`src/rtl/fetch_iqueue.sv`:
```
// Fetch unit with block-wide icache requests feeding an in-order instruction queue for decode.
// Head is valid one cycle after a hit; requests stall until the whole remaining block fits (no credit for same-cycle pops).
module fetch_iqueue #(
  parameter int ADDR_SIZE  = 32,
  parameter int ISA_SIZE   = 32,
  parameter int BLOCK_SIZE = 64,
  parameter int IQ_DEPTH   = 4,
  parameter logic [ADDR_SIZE-1:0] RESET_PC = '0
) (
  input  logic                          clk_i,
  input  logic                          rst_ni,
  output logic                          ic_req_o,
  output logic [ADDR_SIZE-1:0]          ic_pc_o,
  input  logic [BLOCK_SIZE-1:0]         ic_block_i,
  input  logic                          ic_hit_i,
  input  logic                          redirect_i,
  input  logic [ADDR_SIZE-1:0]          redirect_pc_i,
  output logic                          dec_valid_o,
  output logic [ISA_SIZE-1:0]           dec_inst_o,
  output logic [ADDR_SIZE-1:0]          dec_pc_o,
  input  logic                          dec_ready_i,
  output logic                          iq_full_o,
  output logic                          iq_empty_o,
  output logic [$clog2(IQ_DEPTH):0]     iq_count_o
);

  localparam int N        = BLOCK_SIZE / ISA_SIZE;
  localparam int OFF_BITS = $clog2(N * 4);
  localparam int SLOT_W   = OFF_BITS - 2;
  localparam int PTR_W    = $clog2(IQ_DEPTH);
  localparam int CNT_W    = PTR_W + 1;

  typedef enum logic [1:0] {RUN, WAIT_SPACE, FLUSH} state_t;

  state_t               r_state, w_state_nxt;
  logic [ADDR_SIZE-1:0] r_fpc;
  logic [ISA_SIZE-1:0]  r_inst_q [IQ_DEPTH];
  logic [ADDR_SIZE-1:0] r_pc_q   [IQ_DEPTH];
  logic [PTR_W-1:0]     r_rd_ptr, r_wr_ptr;
  logic [CNT_W-1:0]     r_count;

  logic [ADDR_SIZE-1:0] w_blk_pc;
  logic [SLOT_W-1:0]    w_off;
  logic [CNT_W-1:0]     w_need, w_free;
  logic                 w_space, w_req, w_push, w_pop;

  assign w_blk_pc = r_fpc & ~ADDR_SIZE'(N * 4 - 1);
  assign w_off    = r_fpc[OFF_BITS-1:2];
  assign w_need   = CNT_W'(N) - CNT_W'(w_off);
  assign w_free   = CNT_W'(IQ_DEPTH) - r_count;
  assign w_space  = (w_free >= w_need);

  assign ic_req_o = w_req & rst_ni;
  assign ic_pc_o  = w_blk_pc;
  assign w_push   = ic_req_o & ic_hit_i & ~redirect_i;
  assign w_pop    = dec_valid_o & dec_ready_i & ~redirect_i;

  assign dec_valid_o = (r_count != '0);
  assign iq_empty_o  = (r_count == '0);
  assign iq_full_o   = (r_count == CNT_W'(IQ_DEPTH));
  assign iq_count_o  = r_count;
  assign dec_inst_o  = r_inst_q[r_rd_ptr];
  assign dec_pc_o    = r_pc_q[r_rd_ptr];

  always_comb begin
    w_state_nxt = r_state;
    w_req       = 1'b0;
    case (r_state)
      RUN: begin
        w_req = w_space;
        if (!w_space) w_state_nxt = WAIT_SPACE;
      end
      WAIT_SPACE: begin
        w_req = w_space;
        if (w_space) w_state_nxt = RUN;
      end
      FLUSH:   w_state_nxt = RUN;
      default: w_state_nxt = RUN;
    endcase
    if (redirect_i) w_state_nxt = FLUSH;
  end

  always_ff @(posedge clk_i) begin
    if (!rst_ni) r_state <= RUN;
    else         r_state <= w_state_nxt;
  end

  always_ff @(posedge clk_i) begin
    if (!rst_ni) begin
      r_fpc    <= RESET_PC;
      r_rd_ptr <= '0;
      r_wr_ptr <= '0;
      r_count  <= '0;
    end else if (redirect_i) begin
      r_fpc    <= redirect_pc_i & ~ADDR_SIZE'(3);
      r_rd_ptr <= '0;
      r_wr_ptr <= '0;
      r_count  <= '0;
    end else begin
      if (w_push) begin
        r_fpc    <= w_blk_pc + ADDR_SIZE'(N * 4);
        r_wr_ptr <= r_wr_ptr + PTR_W'(w_need);
      end
      if (w_pop) r_rd_ptr <= r_rd_ptr + PTR_W'(1);
      r_count <= r_count + (w_push ? w_need : '0) - CNT_W'(w_pop);
    end
  end

  // Slots below the entry offset are skipped; the rest pack contiguously from the write pointer.
  always_ff @(posedge clk_i) begin
    if (w_push) begin
      for (int j = 0; j < N; j++) begin
        if (SLOT_W'(j) >= w_off) begin
          r_inst_q[r_wr_ptr + PTR_W'(j) - PTR_W'(w_off)] <= ic_block_i[j*ISA_SIZE +: ISA_SIZE];
          r_pc_q[r_wr_ptr + PTR_W'(j) - PTR_W'(w_off)]   <= w_blk_pc + ADDR_SIZE'(4 * j);
        end
      end
    end
  end

endmodule

```
`config.mk`:
```
export PLATFORM = sky130hd
export DESIGN_NAME = fetch_iqueue
export DESIGN_NICKNAME = d
export VERILOG_FILES = /design/src/rtl/fetch_iqueue.sv
export SDC_FILE = /design/constraint.sdc
export NUM_CORES = 1
export LEC_CHECK = 0
export CORE_ASPECT_RATIO = 0.8
export CORE_MARGIN = 2
export CORE_UTILIZATION = 59
export DETAILED_ROUTE_END_ITERATION = 12
export GPL_ROUTABILITY_DRIVEN = 0
export PLACE_DENSITY = 0.86
export SETUP_SLACK_MARGIN = 0.02
export SKIP_LAST_GASP = 1
export SYNTH_ARGS = -nofsm -noshare
export SYNTH_HDL_FRONTEND = slang
export SYNTH_SLANG_ARGS = --single-unit
```
`constraint.sdc`:
```
create_clock -name clk_i -period 7.1 [get_ports clk_i]
set_input_delay 0.71 -clock clk_i [delete_from_list [all_inputs] [get_ports clk_i]]
set_output_delay 0.71 -clock clk_i [all_outputs]
set_load 0.05 [all_outputs]
```
# ---- Yosys cells after proc, flatten, opt, wreduce, memory -nomap -nowiden
# Memories as Yosys holds them, arrays and structs flattened. A register that Yosys moved wholly into a read port is not among the register bits.
# Cells that the tools add are included.
# Widths: inputs -> output; s select.
dict set report totals {
  ram_bits 256
  output_inout_bits 103
  memories 2
  inputBits 101
  register_bits 41
  word_cells 62
}
# name words width read_ports rd_clocked_by_memory_dff write_ports line
set mem_list {}
lappend mem_list {r_inst_q 4 32 1 1 2 37} ;# logic [ISA_SIZE-1:0] r_inst_q [IQ_DEPTH];
lappend mem_list {r_pc_q 4 32 1 1 2 38} ;# logic [ADDR_SIZE-1:0] r_pc_q [IQ_DEPTH];
dict set report classes {
  n_eq_ne 6
  n_reduce_logical 8
  mux 18
  add_sub_neg 11
  n_lt_le_gt_ge 3
  bitwise 7
}
# operator n
set ops {}
lappend ops {{$mux 32} 2}
lappend ops {{$add 32x3->32 const B} 1}
lappend ops {{$add 32x4->32 const B} 1}
lappend ops {{$mux 2} 7}
lappend ops {{$mux 1} 7}
lappend ops {{$ne 3x3->1 const B} 2}
lappend ops {{$and 1x1->1} 5}
lappend ops {{$add 2x1->2 const B} 2}
lappend ops {{$ne 2x2->1 const B} 2}
lappend ops {{$pmux 2 s2} 1}
lappend ops {{$reduce_and 2->1} 2}
lappend ops {{$reduce_or 2->1} 2}
lappend ops {{$sub 2x1->2} 2}
lappend ops {{$add 3x3->3} 1}
lappend ops {{$eq 3x3->1 const B} 1}
lappend ops {{$ge 3x3->1} 1}
lappend ops {{$logic_not 3->1} 1}
lappend ops {{$mux 3} 1}
lappend ops {{$reduce_bool 3->1} 1}
lappend ops {{$sub 2x1->3 const A} 1}
lappend ops {{$sub 3x1->3} 1}
lappend ops {{$sub 3x3->3 const A} 1}
lappend ops {{$add 2x2->2} 1}
lappend ops {{$eq 2x1->1 const B} 1}
lappend ops {{4 further kinds} 6}

# ---- Longest topological paths before layout
# Gate-level depths: netlist of the first run.
dict set report depth {
  ltp_word 9
  mapped_depth 15
  depth_no_buf 15
}

# ---- Worst setup path before layout of the first run
# No wires, ideal clock.
dict set report synth_timing {
  path_kind {reg2reg}
  start {register r_count[0] (netlist: iq_count_o[0])}
  end {register r_count[2] (netlist: iq_count_o[2])}
  arrival_ns 3.222
  setup_ns 0.126
  path_slack_ns 3.752
  path_stages_with_launch 14
  cell_sequence {dfxtp_1 inv_1 ha_1 ha_1 inv_1 and3_1 ha_1 inv_1 ha_1 inv_1 fa_1 xnor2_1 xnor2_1 nor2_1}
}
# item line
set synth_lines {}
lappend synth_lines {{start, declared} 40} ;# logic [CNT_W-1:0] r_count;
lappend synth_lines {{start signal, assigned} 105} ;# r_count <= r_count + (w_push ? w_need : '0) - CNT_W'(w_pop);
lappend synth_lines {{$reduce_bool 3->1} 58} ;# assign dec_valid_o = (r_count != '0);
lappend synth_lines {{net dec_valid_o} 18} ;# output logic dec_valid_o,
lappend synth_lines {{$and 1x1->1 (2 in series)} 56} ;# assign w_pop = dec_valid_o & dec_ready_i & ~redirect_i;
lappend synth_lines {{net w_pop} 45} ;# logic w_space, w_req, w_push, w_pop;
lappend synth_lines {{$sub 3x1->3} 105}
# The timed path passes the listed nets, and every way through them passes these cells.
# A chain may end at the register's enable or synchronous reset.

==> out/qor.csv, run 1 <==
metric,value,unit
cellPowerDensity,230,mW/mm^2
synth-edff-count,244,
combinationalPowerShare,10.2,%
cpPeakStageDelay,0.75,ns
post-route-drc-count,0,
hold_viol,0,
cts.repair.resized,0,
critPathSlowestCell,dfxtp_4,
layout-drive-gt1-share,23.5,%
ioPinCount,204,
place_ws,2.61,ns
clk_latency,0.54,ns
ys.flop_type,edfxtp_1,
finalWorstSetupSlack,3.01,ns
max_freq,245,MHz
min-delay-start,r_pc_q[3][2],
critPathLaunchType,flip-flop,
dr_total_vias,8306,
setup_tns,0,ns
fillCellCount,1523,
htreeDepth,1,
wl_met3,2180,um
async_flop_share,0,%
wire_per_inst,21.2,um
grt_pass1_vias,8351,
rsz0062_at_grt,no,
synth_cells,947,
dieArea,0.0250,sq mm
worstSetupPathType,reg2out,
multiInputGateArea,0.00520,sq mm
crit_chain,"buf_4, mux4_2, clkdlybuf4s50_1",
cts_buffer_depth,3,
cts.sinks,288,
reg2reg_slack,3.56,ns
cts_made_buffers,29,
routed_via_density,5.83,
std_cell_rows,50,
cp_max_fo,33,
routed_wl,30200,um
endpoint_kind,output pin,
port_buffers,196,
drt_iter0_drc,639,
hold_buffers,0,
ys_types,52,
antennaDiodeCount,0,
ir_drop,0.170,mV
grtUsageTotal,24.1,%
post-route-period-util,57.6,%
required,6.39,ns
worst_slew_pin_slew,1.07,ns
gr-total-overflow,0,
final_cell_mix,"244 x edfxtp_1, 196 x clkdlybuf4s50_1, 128 x mux2_2, 121 x and2_1, 62 x mux4_2",
place_hpwl,18700,um
fin_crit,4.09,ns
core_area,0.0234,sq mm
start_util,60.0,%
cp_top_family,buffers and inverters,
die_h,142,um
hold_path.class,reg2reg,
hold_depth,1,
slew_headroom,28.3,%
grt_max_degree,63,
power.internal,3.00,mW
post_cts_buffers,0,
met2_length,14300,um
clk_pin_slew,0.06,ns
tritoncts,yes,
power_switching_share,22.8,%
r2r_end,r_pc_q[0][18],
finalMaxSlewViolations,0,
detail-route-antenna-nets,0,
nets,1204,
ff2ff_path_depth,9,
ys_ff_latch,288,
ff_latch_area,0.00822,sq mm
min_to,r_pc_q[3][2],
clock_power_share,40.7,%
worst_ep_arrival_time,3.38,ns
outcome,"complete, no violations",
p_leak,5.62,nW
wl_met1,13100,um
first_pass_iters,5,
seq_area_frac_synth,58.5,%
final_common_cell,edfxtp_1,
skew,0.0168,ns
seq_power_share,49.2,%
top_layer_used,met4,
ys_warn_count,0,
drv_cap,0,
grt_pass1_wl,46500,um
reg2reg_from,iq_count_o[0],
setup_violations,0,
cts_root_buf,clkbuf_16,
utilization,72.2,%
antenna_found_initial,0,
path_buf_inv,2,
die_w,176,um
fin_total_pwr,3.88,mW
areaGrowthSynthToFinish,20.4,%
syn_area,0.0140,sq mm
switchingPower,884,uW
synth.avg_cell_area,14.8,sq um
[flip-flops by register name, indices dropped and copies added, names as in the netlist, named ones only]
name        count
r_inst_q      128
r_fpc          30
r_rd_ptr        2
r_state         1
iq_count_o      3
r_pc_q        120
r_wr_ptr        2
[power groups by stage]
stage	sequential, mW	combinational, mW	clock [mW]
6_report	1.91	0.395	1.58
5_1_grt	1.91	0.420	1.66
4_1_cts	1.91	0.396	1.60
3_5_place_dp	1.94	0.393	0
3_3_place_gp	1.94	0.386	0
2_1_floorplan	1.93	0.265	0
[per-layer routing]
metal / track usage [%] / up-vias
met5: 0 / -
met4: 4.65 / 0
met3: 4.62 / 51
met2: 39.8 / 331
met1: 33.9 / 4094
li1: - / 3830
[area by class of cell]
type	count	area share (%)
timing repair buffer	205	12.2
tap	312	2.31
clock inverter	18	1.24
multi-input combinational	553	30.8
clock buffer	35	4.60
sequential	288	48.6
inverter	13	0.289
[stage by stage]
stage / std cells / hold slack, ns / area (sq um)
2_1_floorplan: 951 / 0.421 / 14100
3_3_place_gp: 1371 / 0.432 / 15900
3_5_place_dp: 1371 / 0.439 / 15900
4_1_cts: 1424 / 0.454 / 16900
5_1_grt: 1424 / 0.479 / 16900
6_report: 1424 / 0.452 / 16900
[worst max path at each step]
stage                    end  slack [ns]  cells after the start
6_report         dec_pc_o[6]        3.01                      3
5_1_grt          dec_pc_o[6]        2.76                      3
4_1_cts          dec_pc_o[6]        2.89                      3
3_5_place_dp   r_pc_q[2][22]        2.61                      6
3_3_place_gp   r_pc_q[2][22]        2.65                      6
2_1_floorplan  iq_count_o[2]        3.75                     13
[worst reg2reg max path, delay by kind of cell, from the launching register on]
kind | cells | cell delay [ns]
AND/OR/NAND/NOR | 3 | 1.59
buffers and inverters | 3 | 0.71
flip-flops | 1 | 0.34
AO/OA/AOI/OAI | 1 | 0.04
adder cells (fa/ha/maj) | 2 | 0.50
[kinds of logic (layout without fill, tap and decap cells)]
logic type / count (synthesis) / count (layout) / synth area share [%]
mux: 193 / 193 / 20.4
flops: 288 / 288 / 58.5
fa+ha+maj: 13 / 13 / 1.21
buf+inv: 110 / 271 / 4.67
compound gates: 66 / 66 / 2.83
other cells: 1 / 5 / 0.0267
xor+xnor: 34 / 34 / 2.12
simple gates: 242 / 242 / 10.2
[synthesized netlist by cell type, types with 6 or more instances]
master	instances	area share (%)
buf_6	6	0.48
buf_4	45	2.4
and3_1	6	0.27
nand3_1	9	0.32
nor2_1	13	0.35
edfxtp_1	244	52
nor4_1	11	0.49
clkbuf_1	23	0.62
nand2_1	31	0.83
mux2_2	128	10
mux4_2	62	9.9
and2_1	121	5.4
nor3_1	15	0.53
nand4_1	8	0.36
inv_1	13	0.35
a21oi_1	22	0.78
dfxtp_1	44	6.3
ha_1	12	1.1
buf_2	21	0.75
o21ai_0	27	0.96
xnor2_1	30	1.9
Power figures use the tool's default switching activity.
==> run 2: changes to the inputs <==
Settings changed: CORE_UTILIZATION 59 to 55, PLACE_DENSITY 0.86 to 0.81.
Clock period 7.1 ns to 4.3 ns, I/O delays scaled along.
==> run 2 against run 1 <==
Register-to-register slack got worse by 2.6 ns. Combinational power rose by 67%. Non-clock buffer count rose by 14. Critical path depth did not move. Routed wire length rose by 1.0%. Clock power rose by 49%. Sequential power rose by 65%. Flip-flop and latch count did not move. Die area rose by 7.1%. Final cell count rose by 1.7%. Critical path type unchanged. Sequential share of layout area fell by 0.097 points.
==> out/qor.csv, run 2 (synthesized netlist as in run 1, its figures left out) <==
metric,value,unit,change
cellPowerDensity,364,mW/mm^2,+58%
reg2reg_slack,1.00,ns,-2.56 ns
cts_buffer_depth,3,,unchanged
p_leak,5.64,nW,+0.33%
min-delay-start,r_pc_q[3][2],,
largest_registers,"r_inst_q (128), r_pc_q (120), r_fpc (30)",,
grt_pass1_wl,48100,um,+3.4%
fin_crit,3.41,ns,
port_buffers,196,,unchanged
grtUsageTotal,23.1,%,-1.0 points
ioPinCount,204,,unchanged
std_cell_rows,52,,+4.0%
hold_viol,0,,unchanged
reg2reg_from,iq_count_o[0],,
finalWorstSetupSlack,0.889,ns,-2.12 ns
dieArea,0.0268,sq mm,+7.1%
dp_cells,1397,,+1.9%
worstSetupPathType,reg2out,,
slew_headroom,43.0,%,+15 points
hold_path.class,reg2reg,,
post-route-drc-count,0,,unchanged
core_area,0.0252,sq mm,+7.6%
final_cell_mix,"244 x edfxtp_1, 196 x clkdlybuf4s50_1, 128 x mux2_2, 121 x and2_1, 62 x mux4_2",,
rsz0062_at_grt,no,,
drv_cap,0,,unchanged
top_register,r_inst_q,,
antenna_found_initial,0,,unchanged
largest_register_ffs,128,,unchanged
die_w,183,um,+3.5%
start_util,55.7,%,-4.2 points
final_common_cell,edfxtp_1,,
cts.repair.resized,0,,unchanged
gr-total-overflow,0,,unchanged
clk_latency,0.53,ns,about the same
ff2ff_path_depth,13,,+4
critPathLaunchType,flip-flop,,
endpoint_kind,output pin,,
hold_depth,1,,unchanged
min_to,r_pc_q[3][2],,
cts_made_buffers,28,,-3.4%
first_pass_iters,5,,unchanged
areaGrowthSynthToFinish,20.7,%,
setup_tns,0,ns,unchanged
grt_pass1_vias,8640,,+3.5%
post-route-period-util,79.3,%,
instances_no_fill,1448,,+1.7%
dr_total_vias,8369,,+0.76%
die_h,147,um,+3.5%
outcome,"complete, no violations",,
cp_max_fo,30,,-9.1%
max_freq,293,MHz,
clk_pin_slew,0.06,ns,about the same
skew,0.00733,ns,-0.00944 ns
routed_wl,30500,um,+1.0%
cts.sinks,288,,unchanged
layout-drive-gt1-share,23.6,%,+0.11 points
required,3.87,ns,-2.52 ns
r2r_end,iq_count_o[2],,
place_hpwl,19500,um,+4.2%
finalMaxSlewViolations,0,,unchanged
hold_buffers,0,,unchanged
detail-route-antenna-nets,0,,unchanged
tritoncts,yes,,
worst_slew_pin_slew,0.855,ns,-0.218 ns
post_cts_buffers,0,,unchanged
setup_violations,0,,unchanged
cts_root_buf,clkbuf_16,,
ir_drop,0.290,mV,+70%
routed_via_density,5.78,,-0.91%
antennaDiodeCount,0,,unchanged
wire_per_inst,21.1,um,-0.64%
worst_ep_arrival_time,2.98,ns,-0.40 ns
place_ws,0.851,ns,-1.76 ns
htreeDepth,1,,unchanged
drt_iter0_drc,702,,+9.9%
nets,1217,,+1.1%
grt_max_degree,90,,+43%
utilization,67.3,%,-5.0 points
[run 2: cell count changes in the layout (fill, tap and decap cells not counted)]
cell,delta
buf_12,+3
nand2_1,+2
buf_4,+11
nand2_2,-2
clkinv_1,+4
bufinv_16,-3
clkinv_2,-2
clkbuf_1,+2
clkbuf_8,-3
[run 2: report_power, final]
part | internal (mW) | switching [mW] | total [mW]
registers | 3.08 | 0.0654 | 3.15
logic | 0.289 | 0.372 | 0.661
clock network | 1.34 | 1.01 | 2.35
[run 2: through the flow]
stage	area, sq um	hold WS [ns]	power, mW
final	16900	0.452	6.16
after global routing	16900	0.473	6.36
after CTS	16900	0.454	6.21
after detailed placement	16100	0.439	3.87
after global placement	16100	0.432	3.86
after floorplan	14100	0.421	3.62
[run 2: worst max-delay path by stage]
stage | endpoint | slack [ns] | from | cells past startpoint
3_5_place_dp | iq_count_o[2] | 0.85 | rst_ni | 11
2_1_floorplan | iq_count_o[2] | 0.95 | iq_count_o[0] | 13
4_1_cts | dec_pc_o[25] | 0.81 | flip-flop | 3
6_report | dec_inst_o[5] | 0.89 | flip-flop | 3
3_3_place_gp | iq_count_o[2] | 0.85 | rst_ni | 11
5_1_grt | dec_inst_o[15] | 0.72 | flip-flop | 3
[run 2: worst max-delay path, cell delays in order (launching register included)]
cell,delay (ns)
dfxtp_4,0.78
buf_4,0.39
mux4_2,0.54
clkdlybuf4s50_1,0.73
[run 2: cell type report]
cell class | count | area (sq um)
multi-input cells | 553 | 5200
clock inverters | 17 | 124
repair buffers | 219 | 2200
flip-flops and latches | 288 | 8220
inverters | 13 | 48.8
clock buffers | 34 | 744
fillers | 1782 | 8240
well taps | 324 | 405
[run 2: routing by layer]
metal  global-route usage, %  vias up  wire length [um]
met5                       0        -                 0
met4                    4.64        0               503
met3                    4.59       41              2470
met2                    37.0      300             14500
met1                    33.3     4169             13100
li1                        -     3859                 -
==> run 3: changes to the inputs <==
Clock period 4.3 ns to 3.5 ns, I/O delays scaled along.
==> run 3 against run 2 <==
Power grew 32%. Core utilization rose by 1.1 points. Register-to-register slack worse by 0.51 ns. Die area did not move. First-iteration DRC count grew 0.28%. Routed wire length is 2.0% higher. Global-route usage rose by 0.35 points. Flip-flop and latch count is the same. Final cell count increased by 0.28%. Clock power grew 46%. Final area up 1.6%. Worst setup slack lost 0.60 ns. Largest power group unchanged.
==> out/qor.csv, run 3 (synthesized netlist as in run 1, its figures left out) <==
metric,value,unit,change
routed_via_density,5.82,,+0.69%
outcome,"complete, no violations",,
gr-total-overflow,0,,unchanged
dr_total_vias,8450,,+0.97%
cts_made_buffers,29,,+3.6%
die_h,147,um,unchanged
reg2reg_from,iq_count_o[0],,
drv_cap,0,,unchanged
core_area,0.0252,sq mm,unchanged
fin_crit,3.22,ns,
largest_registers,"r_inst_q (128), r_pc_q (120), r_fpc (30)",,
std_cell_rows,52,,unchanged
hold_path.class,in2reg,,
worst_ep_arrival_time,2.87,ns,-0.11 ns
post-route-drc-count,0,,unchanged
max_freq,311,MHz,
clk_latency,0.54,ns,about the same
combinationalPowerShare,10.1,%,-0.6 points
clk_pin_slew,0.06,ns,about the same
final_cell_mix,"244 x edfxtp_1, 195 x clkdlybuf4s50_1, 128 x mux2_2, 121 x and2_1, 62 x mux4_2",,
cts.repair.resized,0,,unchanged
top_register,r_inst_q,,
htreeDepth,1,,unchanged
detail-route-antenna-nets,0,,unchanged
grtUsageTotal,23.4,%,+0.35 points
cts.sinks,288,,unchanged
reg2reg_slack,0.49,ns,-0.51 ns
dieArea,0.0268,sq mm,unchanged
r2r_end,iq_count_o[2],,
power_switching_share,23.0,%,-0.45 points
setup_tns,0,ns,unchanged
antenna_found_initial,0,,unchanged
routed_wl,31100,um,+2.0%
areaGrowthSynthToFinish,22.6,%,
layout-drive-gt1-share,24.8,%,+1.2 points
rsz0062_at_grt,no,,
start_util,55.7,%,unchanged
ff2ff_path_depth,12,,-1
skew,0.00561,ns,-0.00172 ns
largest_register_ffs,128,,unchanged
timing.hold.ws,0.367,ns,-0.0851 ns
hold_buffers,0,,unchanged
min-delay-start,redirect_pc_i[24],,
endpoint_kind,output pin,,
clock_power_share,42.2,%,+4.1 points
slew_headroom,58.9,%,+16 points
tritoncts,yes,,
post-route-period-util,91.9,%,
power.internal,6.24,mW,+32%
grt_pass1_vias,8708,,+0.79%
die_w,183,um,unchanged
cp_max_fo,24,,-20%
worst_slew_pin_slew,0.614,ns,-0.241 ns
grt_pass1_wl,48900,um,+1.6%
ir_drop,0.365,mV,+26%
worstSetupPathType,reg2out,,
setup_violations,0,,unchanged
cts_root_buf,clkbuf_16,,
ioPinCount,204,,unchanged
antennaDiodeCount,0,,unchanged
nets,1219,,+0.16%
hold_depth,3,,+2
dp_cells,1398,,+0.072%
seq_power_share,47.7,%,-3.4 points
min_to,r_fpc[24],,
port_buffers,196,,unchanged
grt_max_degree,66,,-27%
switchingPower,1.87,mW,+29%
cellPowerDensity,471,mW/mm^2,+30%
instances_no_fill,1452,,+0.28%
cts_buffer_depth,3,,unchanged
wire_per_inst,21.4,um,+1.7%
drt_iter0_drc,704,,+0.28%
p_leak,5.75,nW,+2.1%
finalMaxSlewViolations,0,,unchanged
fillCellCount,1703,,-4.4%
critPathLaunchType,flip-flop,,
first_pass_iters,5,,unchanged
hold_viol,0,,unchanged
post_cts_buffers,0,,unchanged
required,3.15,ns,-0.72 ns
place_hpwl,19800,um,+1.8%
final_common_cell,edfxtp_1,,
## run 3: cell count changes in the layout (fill, tap and decap cells not counted), moves of 3 or more
| cell | before | now |
|---|---|---|
| buf_4 | 18 | 13 |
| bufinv_16 | 2 | 7 |
| buf_12 | 5 | 11 |
| clkbuf_8 | 0 | 3 |
| clkinv_1 | 9 | 2 |
| clkinvlp_4 | 0 | 3 |
| clkbuf_1 | 5 | 2 |
## run 3: worst max path at each step
stage               cells past startpoint  slack, ns     startpoint            end
floorplan                              13       0.15  iq_count_o[0]  iq_count_o[2]
global placement                       11       0.45         rst_ni  iq_count_o[2]
detailed placement                     11       0.43         rst_ni  iq_count_o[2]
CTS                                     6       0.06       r_fpc[2]       ic_req_o
global route                            3       0.14      flip-flop  dec_inst_o[0]
finish                                  3       0.28      flip-flop  dec_inst_o[0]
## run 3: per-layer routing
metal / GRT usage [%] / part of all wire, % / wire length, um
met5: 0 / 0 / 0
met4: 5.24 / 2.0 / 613
met3: 4.66 / 8.5 / 2630
met2: 37.5 / 47 / 14600
met1: 33.5 / 43 / 13300
## run 3: power by group through the flow
stage | registers, mW | logic, mW | clock network (mW)
5_1_grt | 3.88 | 0.869 | 3.59
6_report | 3.87 | 0.820 | 3.42
3_3_place_gp | 3.94 | 0.802 | 0
2_1_floorplan | 3.91 | 0.537 | 0
4_1_cts | 3.87 | 0.822 | 3.46
3_5_place_dp | 3.94 | 0.816 | 0
## run 3: cell type report
class                   instances  area [sq um]  area share [%]
multi-input cells             553          5200            30.2
clock buffers                  34           774            4.50
repair buffers                220          2280            13.3
well taps                     324           405            2.36
flip-flops and latches        288          8220            47.7
clock inverters                20           284            1.65
inverters                      13          48.8           0.284
## run 3: through the flow
| stage | worst slack [ns] | area (sq um) | util [%] | power [mW] |
|---|---|---|---|---|
| 2_1_floorplan | 0.152 | 14100 | - | 4.45 |
| 3_3_place_gp | 0.445 | 16100 | 64.1 | 4.74 |
| 3_5_place_dp | 0.426 | 16100 | 64.1 | 4.76 |
| 4_1_cts | 0.0632 | 17200 | 68.3 | 8.15 |
| 5_1_grt | 0.142 | 17200 | 68.4 | 8.34 |
| 6_report | 0.284 | 17200 | 68.4 | 8.11 |
## run 3: critical path: stages (launching register included)
cell             delay (ns)
dfxtp_4                0.69
buf_4                  0.32
mux4_2                 0.53
clkdlybuf4s50_1        0.77
